### src/rtl/tree_pkg.sv
// Shared types and elaboration helpers for the counter-tree layer blocks.
package tree_pkg;

  typedef enum logic [1:0] {
    IDLE = 2'd0,
    RUN  = 2'd1,
    DONE = 2'd2
  } state_t;

  function automatic int tree_total(input int num_counter, input int num_slice);
    return num_counter * num_slice;
  endfunction

  function automatic int tree_clog2(input int value);
    int r;
    r = 0;
    while ((1 << r) < value) r++;
    return r;
  endfunction

endpackage

### src/rtl/tree_layer_ram.sv
// Simple dual-port layer RAM: port A writes, port B reads registered and read-first.
module tree_layer_ram #(
  parameter int DATA_W = 3,
  parameter int ADDR_W = 10
) (
  input  logic              Clk,
  input  logic              Reset_n,
  input  logic              Wr_En,
  input  logic [ADDR_W-1:0] Wr_Addr,
  input  logic [DATA_W-1:0] Wr_Data,
  input  logic [ADDR_W-1:0] Rd_Addr,
  output logic [DATA_W-1:0] Rd_Data
);

  logic [DATA_W-1:0] mem [2**ADDR_W];

  // Array contents are never reset; only the read register is.
  always_ff @(posedge Clk) begin
    if (Wr_En) mem[Wr_Addr] <= Wr_Data;
  end

  always_ff @(posedge Clk or negedge Reset_n) begin
    if (!Reset_n) Rd_Data <= '0;
    else          Rd_Data <= mem[Rd_Addr];
  end

endmodule

### src/rtl/tree_layer_splitter.sv
// Tree layer: keeps the low DIV_BITS of each counter in RAM and sums the high
// parts over groups of GROUP counters into saturating parent counters.
module tree_layer_splitter
  import tree_pkg::*;
#(
  parameter int CNT_W       = 32,
  parameter int DIV_BITS    = 3,
  parameter int NUM_COUNTER = 10,
  parameter int NUM_SLICE   = 3,
  parameter int GROUP       = 3,
  parameter int ADDR_W      = 10,
  parameter int PAR_W       = 32
) (
  input  logic                Clk,
  input  logic                Reset_n,
  input  logic                Start,
  input  logic                In_Valid,
  input  logic [CNT_W-1:0]    In_Counter,
  output logic                In_Ready,
  output logic                Par_Valid,
  output logic [PAR_W-1:0]    Par_Counter,
  input  logic                Par_Ready,
  input  logic [ADDR_W-1:0]   Rd_Addr,
  output logic [DIV_BITS-1:0] Rd_Data,
  output logic                Busy,
  output logic                Done,
  output logic                Ovf
);

  localparam int TOTAL  = tree_total(NUM_COUNTER, NUM_SLICE);
  localparam int GCNT_W = (tree_clog2(GROUP) < 1) ? 1 : tree_clog2(GROUP);
  localparam logic [ADDR_W-1:0] LAST_IDX = ADDR_W'(TOTAL - 1);
  localparam logic [GCNT_W-1:0] LAST_GRP = GCNT_W'(GROUP - 1);

  state_t              state, state_nxt;
  logic [ADDR_W-1:0]   idx;
  logic [GCNT_W-1:0]   gcnt;
  logic [PAR_W-1:0]    acc;
  logic                par_vld_p1;
  logic [PAR_W-1:0]    par_cnt_p1;
  logic                ovf_q;
  logic                beat;
  logic                last_beat;
  logic                grp_end;
  logic [PAR_W:0]      hi_part;
  logic [PAR_W-1:0]    sum_sat;
  logic                sum_ovf;

  // Returns {saturated, value}; a carry out of PAR_W bits clamps to all ones.
  function automatic logic [PAR_W:0] sat_add(input logic [PAR_W-1:0] a,
                                             input logic [PAR_W:0]   b);
    logic [PAR_W+1:0] s;
    s = {2'b00, a} + {1'b0, b};
    if (s[PAR_W+1:PAR_W] != 2'b00) return {1'b1, {PAR_W{1'b1}}};
    return {1'b0, s[PAR_W-1:0]};
  endfunction

  always_comb begin
    hi_part            = (PAR_W+1)'(In_Counter >> DIV_BITS);
    {sum_ovf, sum_sat} = sat_add(acc, hi_part);
    In_Ready           = (state == RUN) && (!par_vld_p1 || Par_Ready);
    beat               = In_Valid && In_Ready;
    last_beat          = beat && (idx == LAST_IDX);
    grp_end            = (gcnt == LAST_GRP) || (idx == LAST_IDX);
  end

  always_comb begin
    state_nxt = state;
    if (Start) begin
      state_nxt = RUN;
    end else begin
      case (state)
        RUN:     if (last_beat) state_nxt = DONE;
        default: state_nxt = state;
      endcase
    end
  end

  always_ff @(posedge Clk or negedge Reset_n) begin
    if (!Reset_n) state <= IDLE;
    else          state <= state_nxt;
  end

  // Stage p1: accumulate high parts; a group boundary loads the parent register.
  always_ff @(posedge Clk or negedge Reset_n) begin
    if (!Reset_n) begin
      idx        <= '0;
      gcnt       <= '0;
      acc        <= '0;
      par_vld_p1 <= 1'b0;
      par_cnt_p1 <= '0;
      ovf_q      <= 1'b0;
    end else if (Start) begin
      idx        <= '0;
      gcnt       <= '0;
      acc        <= '0;
      par_vld_p1 <= 1'b0;
      par_cnt_p1 <= '0;
      ovf_q      <= 1'b0;
    end else begin
      if (par_vld_p1 && Par_Ready) begin
        par_vld_p1 <= 1'b0;
        par_cnt_p1 <= '0;
      end
      if (beat) begin
        idx <= idx + ADDR_W'(1);
        if (sum_ovf) ovf_q <= 1'b1;
        if (grp_end) begin
          par_vld_p1 <= 1'b1;
          par_cnt_p1 <= sum_sat;
          acc        <= '0;
          gcnt       <= '0;
        end else begin
          acc  <= sum_sat;
          gcnt <= gcnt + GCNT_W'(1);
        end
      end
    end
  end

  tree_layer_ram #(
    .DATA_W (DIV_BITS),
    .ADDR_W (ADDR_W)
  ) u_ram (
    .Clk     (Clk),
    .Reset_n (Reset_n),
    .Wr_En   (beat),
    .Wr_Addr (idx),
    .Wr_Data (In_Counter[DIV_BITS-1:0]),
    .Rd_Addr (Rd_Addr),
    .Rd_Data (Rd_Data)
  );

  assign Par_Valid   = par_vld_p1;
  assign Par_Counter = par_cnt_p1;
  assign Busy        = (state == RUN);
  assign Done        = (state == DONE) && !par_vld_p1;
  assign Ovf         = ovf_q;

endmodule

### config.mk
export PLATFORM = sky130hd
export DESIGN_NAME = tree_layer_splitter
export DESIGN_NICKNAME = d
export VERILOG_FILES = /design/src/rtl/tree_pkg.sv /design/src/rtl/tree_layer_ram.sv /design/src/rtl/tree_layer_splitter.sv
export SDC_FILE = /design/constraint.sdc
export NUM_CORES = 2
export LEC_CHECK = 0
export ABC_AREA = 0
export CAP_MARGIN = 10
export CORE_MARGIN = 4
export CORE_UTILIZATION = 55
export CTS_CLUSTER_SIZE = 10
export DETAILED_ROUTE_END_ITERATION = 10
export PLACE_DENSITY_LB_ADDON = 0.2
export REMOVE_ABC_BUFFERS = 1
export SLEW_MARGIN = 20
export SYNTH_ARGS = -nofsm -noshare
export SYNTH_HDL_FRONTEND = slang
export SYNTH_HIERARCHICAL = 1
export SYNTH_SLANG_ARGS = --single-unit
### constraint.sdc
create_clock -name Clk -period 7.1 [get_ports Clk]
set_clock_uncertainty 0.2 [all_clocks]
set_input_delay 1.065 -clock Clk [delete_from_list [all_inputs] [get_ports Clk]]
set_output_delay 1.065 -clock Clk [all_outputs]
set_load 0.1 [all_outputs]
Yosys cells after proc, flatten, opt, wreduce, memory -nomap -nowiden --
Memory sizes are Yosys's and may differ from the RTL's. A register that Yosys moved wholly into a read port is not among the register bits. Index checks and enable logic that the tools add are counted.
Storage, ports and cells: memory bits (writable) 3072, bits of input ports 47, bits in registers 80, memories kept 1
Cells by class: add/subtract/negate cells 3, mux-type cells 27, reduce and logical (&&, ||, !) cells 16, equality and inequality tests 4
Memories:
- u_ram.mem | words 1024, bits a word 3, read ports 1, clocked after Yosys merged registers in 1, wr ports 1, line tree_layer_ram.sv:15 | logic [DATA_W-1:0] mem [2**ADDR_W];
Operator list (count):
- $mux 32 | 7
- $mux 33 | 2
- $add 32x29->33 | 1
- $mux 10 | 2
- $mux 2 | 6
- $add 10x1->10 const B | 1
- $eq 10x5->1 const B | 1
- $mux 1 | 10
- $reduce_bool 2->1 | 5
- $logic_and 1x1->1 | 5
- $eq 2x2->1 const B | 2
- $reduce_and 2->1 | 2
- $add 2x1->2 const B | 1
- $eq 2x1->1 const B | 1
- $logic_not 1->1 | 2
- $logic_or 1x1->1 | 2

Logic depth before layout (Yosys ltp) --
word-level depth 8, gate-level depth with buffers 15

By module --
Netlist, hierarchy kept.
Modules (own cells, without submodules):
- tree_layer_ram | sequential area each 92323.5 um^2, area each 123073.0 um^2, cells an instance 6625, instances 1
- tree_layer_splitter | sequential area each 2001.9 um^2, area each 4725.8 um^2, cells an instance 536, instances 1

Worst setup path after synthesis --
No wires, ideal clock.
kind flip-flop to flip-flop, start point reg state[1], end point mem u_ram.mem[679][0] (enable), period minus slack after synthesis 5733 ps, setup time 319 ps, data required time 6581 ps, stages on the path, launching flop included 11, path slack 1367 ps, arrival time 5214 ps, cell sequence dfrtp_1 > nor2b_1 > nor2b_1 > nand2_1 > inv_1 > buf_1 > clkbuf_1 > clkbuf_1 > nand3_1 > clkbuf_1 > nor2_1
Between the ends: word-level cells in the longest chain between the ends 5
Ends and longest elaborated chain:
- from (decl) | line tree_layer_splitter.sv:35 | state_t state, state_nxt;
- from (signal assigned) | line tree_layer_splitter.sv:81 | else state <= state_nxt;
- $eq 2x1->1
- net Busy | line tree_layer_splitter.sv:25 | output logic Busy,
- $logic_and 1x1->1 | line tree_layer_splitter.sv:61 | In_Ready = (state == RUN) && (!par_vld_p1 || Par_Ready);
- net In_Ready | line tree_layer_splitter.sv:19 | output logic In_Ready,
- $logic_and 1x1->1 | line tree_layer_splitter.sv:62 | beat = In_Valid && In_Ready;
- net beat | line tree_layer_splitter.sv:42 | logic beat;
- $mux 1 | line tree_layer_ram.sv:19 | if (Wr_En) mem[Wr_Addr] <= Wr_Data;
- $mux 1 (implied by the code) | line tree_layer_ram.sv:19
- to (decl) | line tree_layer_ram.sv:15
The timed path passes the listed nets, and every way through them passes these cells.

==> metrics.txt <==
Min Hold Slack 0.278 ns; fin crit period 4.94 ns; first-pass GRT wire length 499 mm; worst rel slew slack 18.3%; initial antenna violation count 22; f_max 0.203 GHz; routed len/inst 33.1 um; multi-input logic area 30900 um^2; Setup CP Type primary input to register; Synth Register Bits 3155; # Post-CTS Setup Buffers 0; ys flop type edfxtp_1; Iter 0 DRT Violations 10.7k; Crit Path Max Fanout 45; MaxCap Viol Count 0; HPWL after DPL 202 mm; final wirelength 345 mm; Die H 490 um; Post-CTS Resized 0; run status complete, no violations; CP Data Arrival Time 5.56 ns; met3 usage in global routing 7.23%; hold_buf cts 1; Fin. Hold Viols 0; total CTS buffers 370; reg2reg end u_ram/mem[190][2]; Starting Density 55.4%; share of layout cells above drive strength 1 17.9%; r2r setup slk 3.09 ns; die area 240000 um^2; Synth Area per Inst 17.8 um^2; Place WS 1.20 ns; Post-Syn Area 128000 um^2; Port Buf Inserts 86; Die X-Extent 490 um; Final Cycle Share 69.6%; Core Area 231000 um^2; clock-pin slew on the worst setup and hold paths 0.05 ns; # IOs 87; Yosys cell types 84; clock sink total 3155; GR Util met1 40.9%; Max Slew Vio Count 0; DRT antenna net count 0; CP endpoint u_ram/Rd_Data[0]; register area 94300 um^2; Seq/Total Area, Yosys 73.8%; vias per cell 6.77; H-Tree Depth 5; async set or reset register ratio after synthesis 2.63%; Worst-Skew Late Latency 0.95 ns; total track usage 28.5%; Residual DRC 0; largest net degree at the start of global routing 224; final setup margin 2.16 ns; # rows 176; Post-Syn Instances 7161; power per cell area 275 nW/um^2; Post-synth EDFFs 3072; grt ovf 0; Setup TNS 0 ns; maximum VDD drop 194 uV; Root Buffer clkbuf_16; total power 0.0390 W; Worst R2R Path Depth 8; routed via count 70.5k; TritonCTS clock tree yes; Worst setup EP type register; crit path from Rd_Addr[0]; leakage power 44.6 nW; Area growth syn-to-layout 10.9%; Worst setup SP type primary input; synthesis warning total 6; number of global-route vias before repair 70.6k; RSZ-0062 raised after global routing false; met2 Track Usage GR 43.0%; busiest layer in global routing met2; Hold WC Path Type register to register; Final setup viols 0; Worst Path Required 7.72 ns; Worst-Margin Slew 1.22 ns; Max Root-Sink Buffers 4; Layout fillers 16.1k; reg-to-reg startpoint state[0]; Final Wtd Congestion 0.867; 1st-pass router iterations 6; Total Nets Final 7373
## Yosys cell counts, types with 13 or more instances
cell / count / share of area [%]
clkbuf_1: 264 / 0.78
a22oi_1: 110 / 0.65
a22o_1: 20 / 0.14
mux2i_1: 345 / 2.7
xor2_1: 14 / 0.096
a211oi_1: 24 / 0.14
mux4_2: 628 / 11
o211ai_1: 19 / 0.11
buf_8: 24 / 0.28
buf_1: 74 / 0.22
nand4_1: 18 / 0.088
nor2_1: 1119 / 3.3
nand2_1: 250 / 0.73
nor2b_1: 21 / 0.10
buf_6: 53 / 0.47
nand3_1: 68 / 0.27
and2_1: 16 / 0.078
buf_4: 33 / 0.19
nor3_1: 59 / 0.23
a221oi_1: 26 / 0.18
a31oi_1: 14 / 0.069
nor4_1: 27 / 0.13
o32ai_1: 13 / 0.089
ha_1: 32 / 0.31
buf_2: 75 / 0.29
o221ai_1: 99 / 0.68
edfxtp_1: 3072 / 72
dfrtp_1: 83 / 1.6
xnor2_1: 20 / 0.14
o22ai_1: 68 / 0.33
o21ai_0: 133 / 0.52
a21oi_1: 131 / 0.51
and3_1: 15 / 0.073
inv_1: 19 / 0.056
## registers in the layout (all words and copies together), names as in the netlist
signal and flops:
u_ram/mem 3072, gcnt 2, acc 32, idx 10, Ovf 1, Par_Valid 1
u_ram/Rd_Data 3, state 2, Par_Counter 32
## per-stage QoR
| stage | cells | util, % | cell area (um^2) |
|---|---|---|---|
| global placement | 9944 | 57.2 | 132000 |
| CTS | 10410 | 61.5 | 142000 |
| detailed placement | 9945 | 57.2 | 132000 |
| global route | 10413 | 61.5 | 142000 |
| finish | 10418 | 61.5 | 142000 |
| floorplan | 6635 | - | 125000 |
## metal layers
layer | vias to the layer above | part of all wire [%]
li1 | 28723 | -
met1 | 36664 | 38
met2 | 4430 | 46
met3 | 666 | 12
met4 | 2 | 3.9
met5 | - | 0.0038
## critical path, cell delays in order
cell and delay (ns):
buf_16 0.28, buf_12 0.28, buf_12 0.29, buf_12 0.33
buf_4 0.35, mux4_2 0.53, nor2_1 0.11, o21ai_0 0.41
o211ai_1 0.51, o21ai_0 0.29, a32o_1 0.30, or4_1 0.53
## placed cells by master (no fill, tap or decap), drive strengths merged, types with 11 or more instances in the layout
cell / count
mux2: 12
xnor2: 20
o22ai: 68
a221oi: 27
and3: 15
clkbuf: 446
a21oi: 131
nor3: 60
a22oi: 110
buf: 210
or3: 11
nand2b: 11
mux2i: 345
o32ai: 13
inv: 26
o211ai: 20
ha: 32
mux4: 628
o21ai: 137
o221ai: 100
clkdlybuf4s50: 75
a22o: 20
and2: 19
nor4: 28
dfrtp: 83
edfxtp: 3072
nor2: 1119
nor2b: 21
nor3b: 12
nand2: 251
nand4: 18
nand3: 68
a31oi: 14
a211oi: 24
xor2: 14
## where the power goes
group / leakage (nW) / internal [W] / switching (W)
sequential: 28.7 / 0.0205 / 0.0000406
clock: 4.79 / 0.00942 / 0.00678
combinational: 11.1 / 0.000759 / 0.00149
total: 44.6 / 0.0307 / 0.00832
## logic make-up (layout without fill, tap and decap cells)
family	count (synthesis)	count (layout)	synth area share (%)
flip-flops	3155	3155	73.8
AND/OR/NAND/NOR	1665	1665	5.41
multiplexers	985	985	13.9
AO/OA/AOI/OAI	744	744	4.02
buffers and inverters	545	769	2.32
XOR/XNOR	34	34	0.233
adder cells (fa/ha/maj)	33	33	0.329
other	0	7	0
## worst min path at each step
stage	startpoint	endpoint	cells past startpoint
5_1_grt	Reset_n	acc[6]	2
6_report	Par_Counter[4]	Par_Counter[4]	2
2_1_floorplan	acc[24]	acc[24]	2
3_5_place_dp	Par_Counter[26]	Par_Counter[26]	2
4_1_cts	Reset_n	acc[6]	2
3_3_place_gp	acc[11]	acc[11]	2
## layout make-up
cell class              instances  area share (%)
flip-flops and latches       3155            66.5
clock buffers                 446            6.80
repair buffers                286            1.97
inverters                      19          0.0538
well taps                    3026            2.67
diodes                          7          0.0124
multi-input cells            3461            21.8
clock inverters                18           0.131
Power figures use the tool's default switching activity.
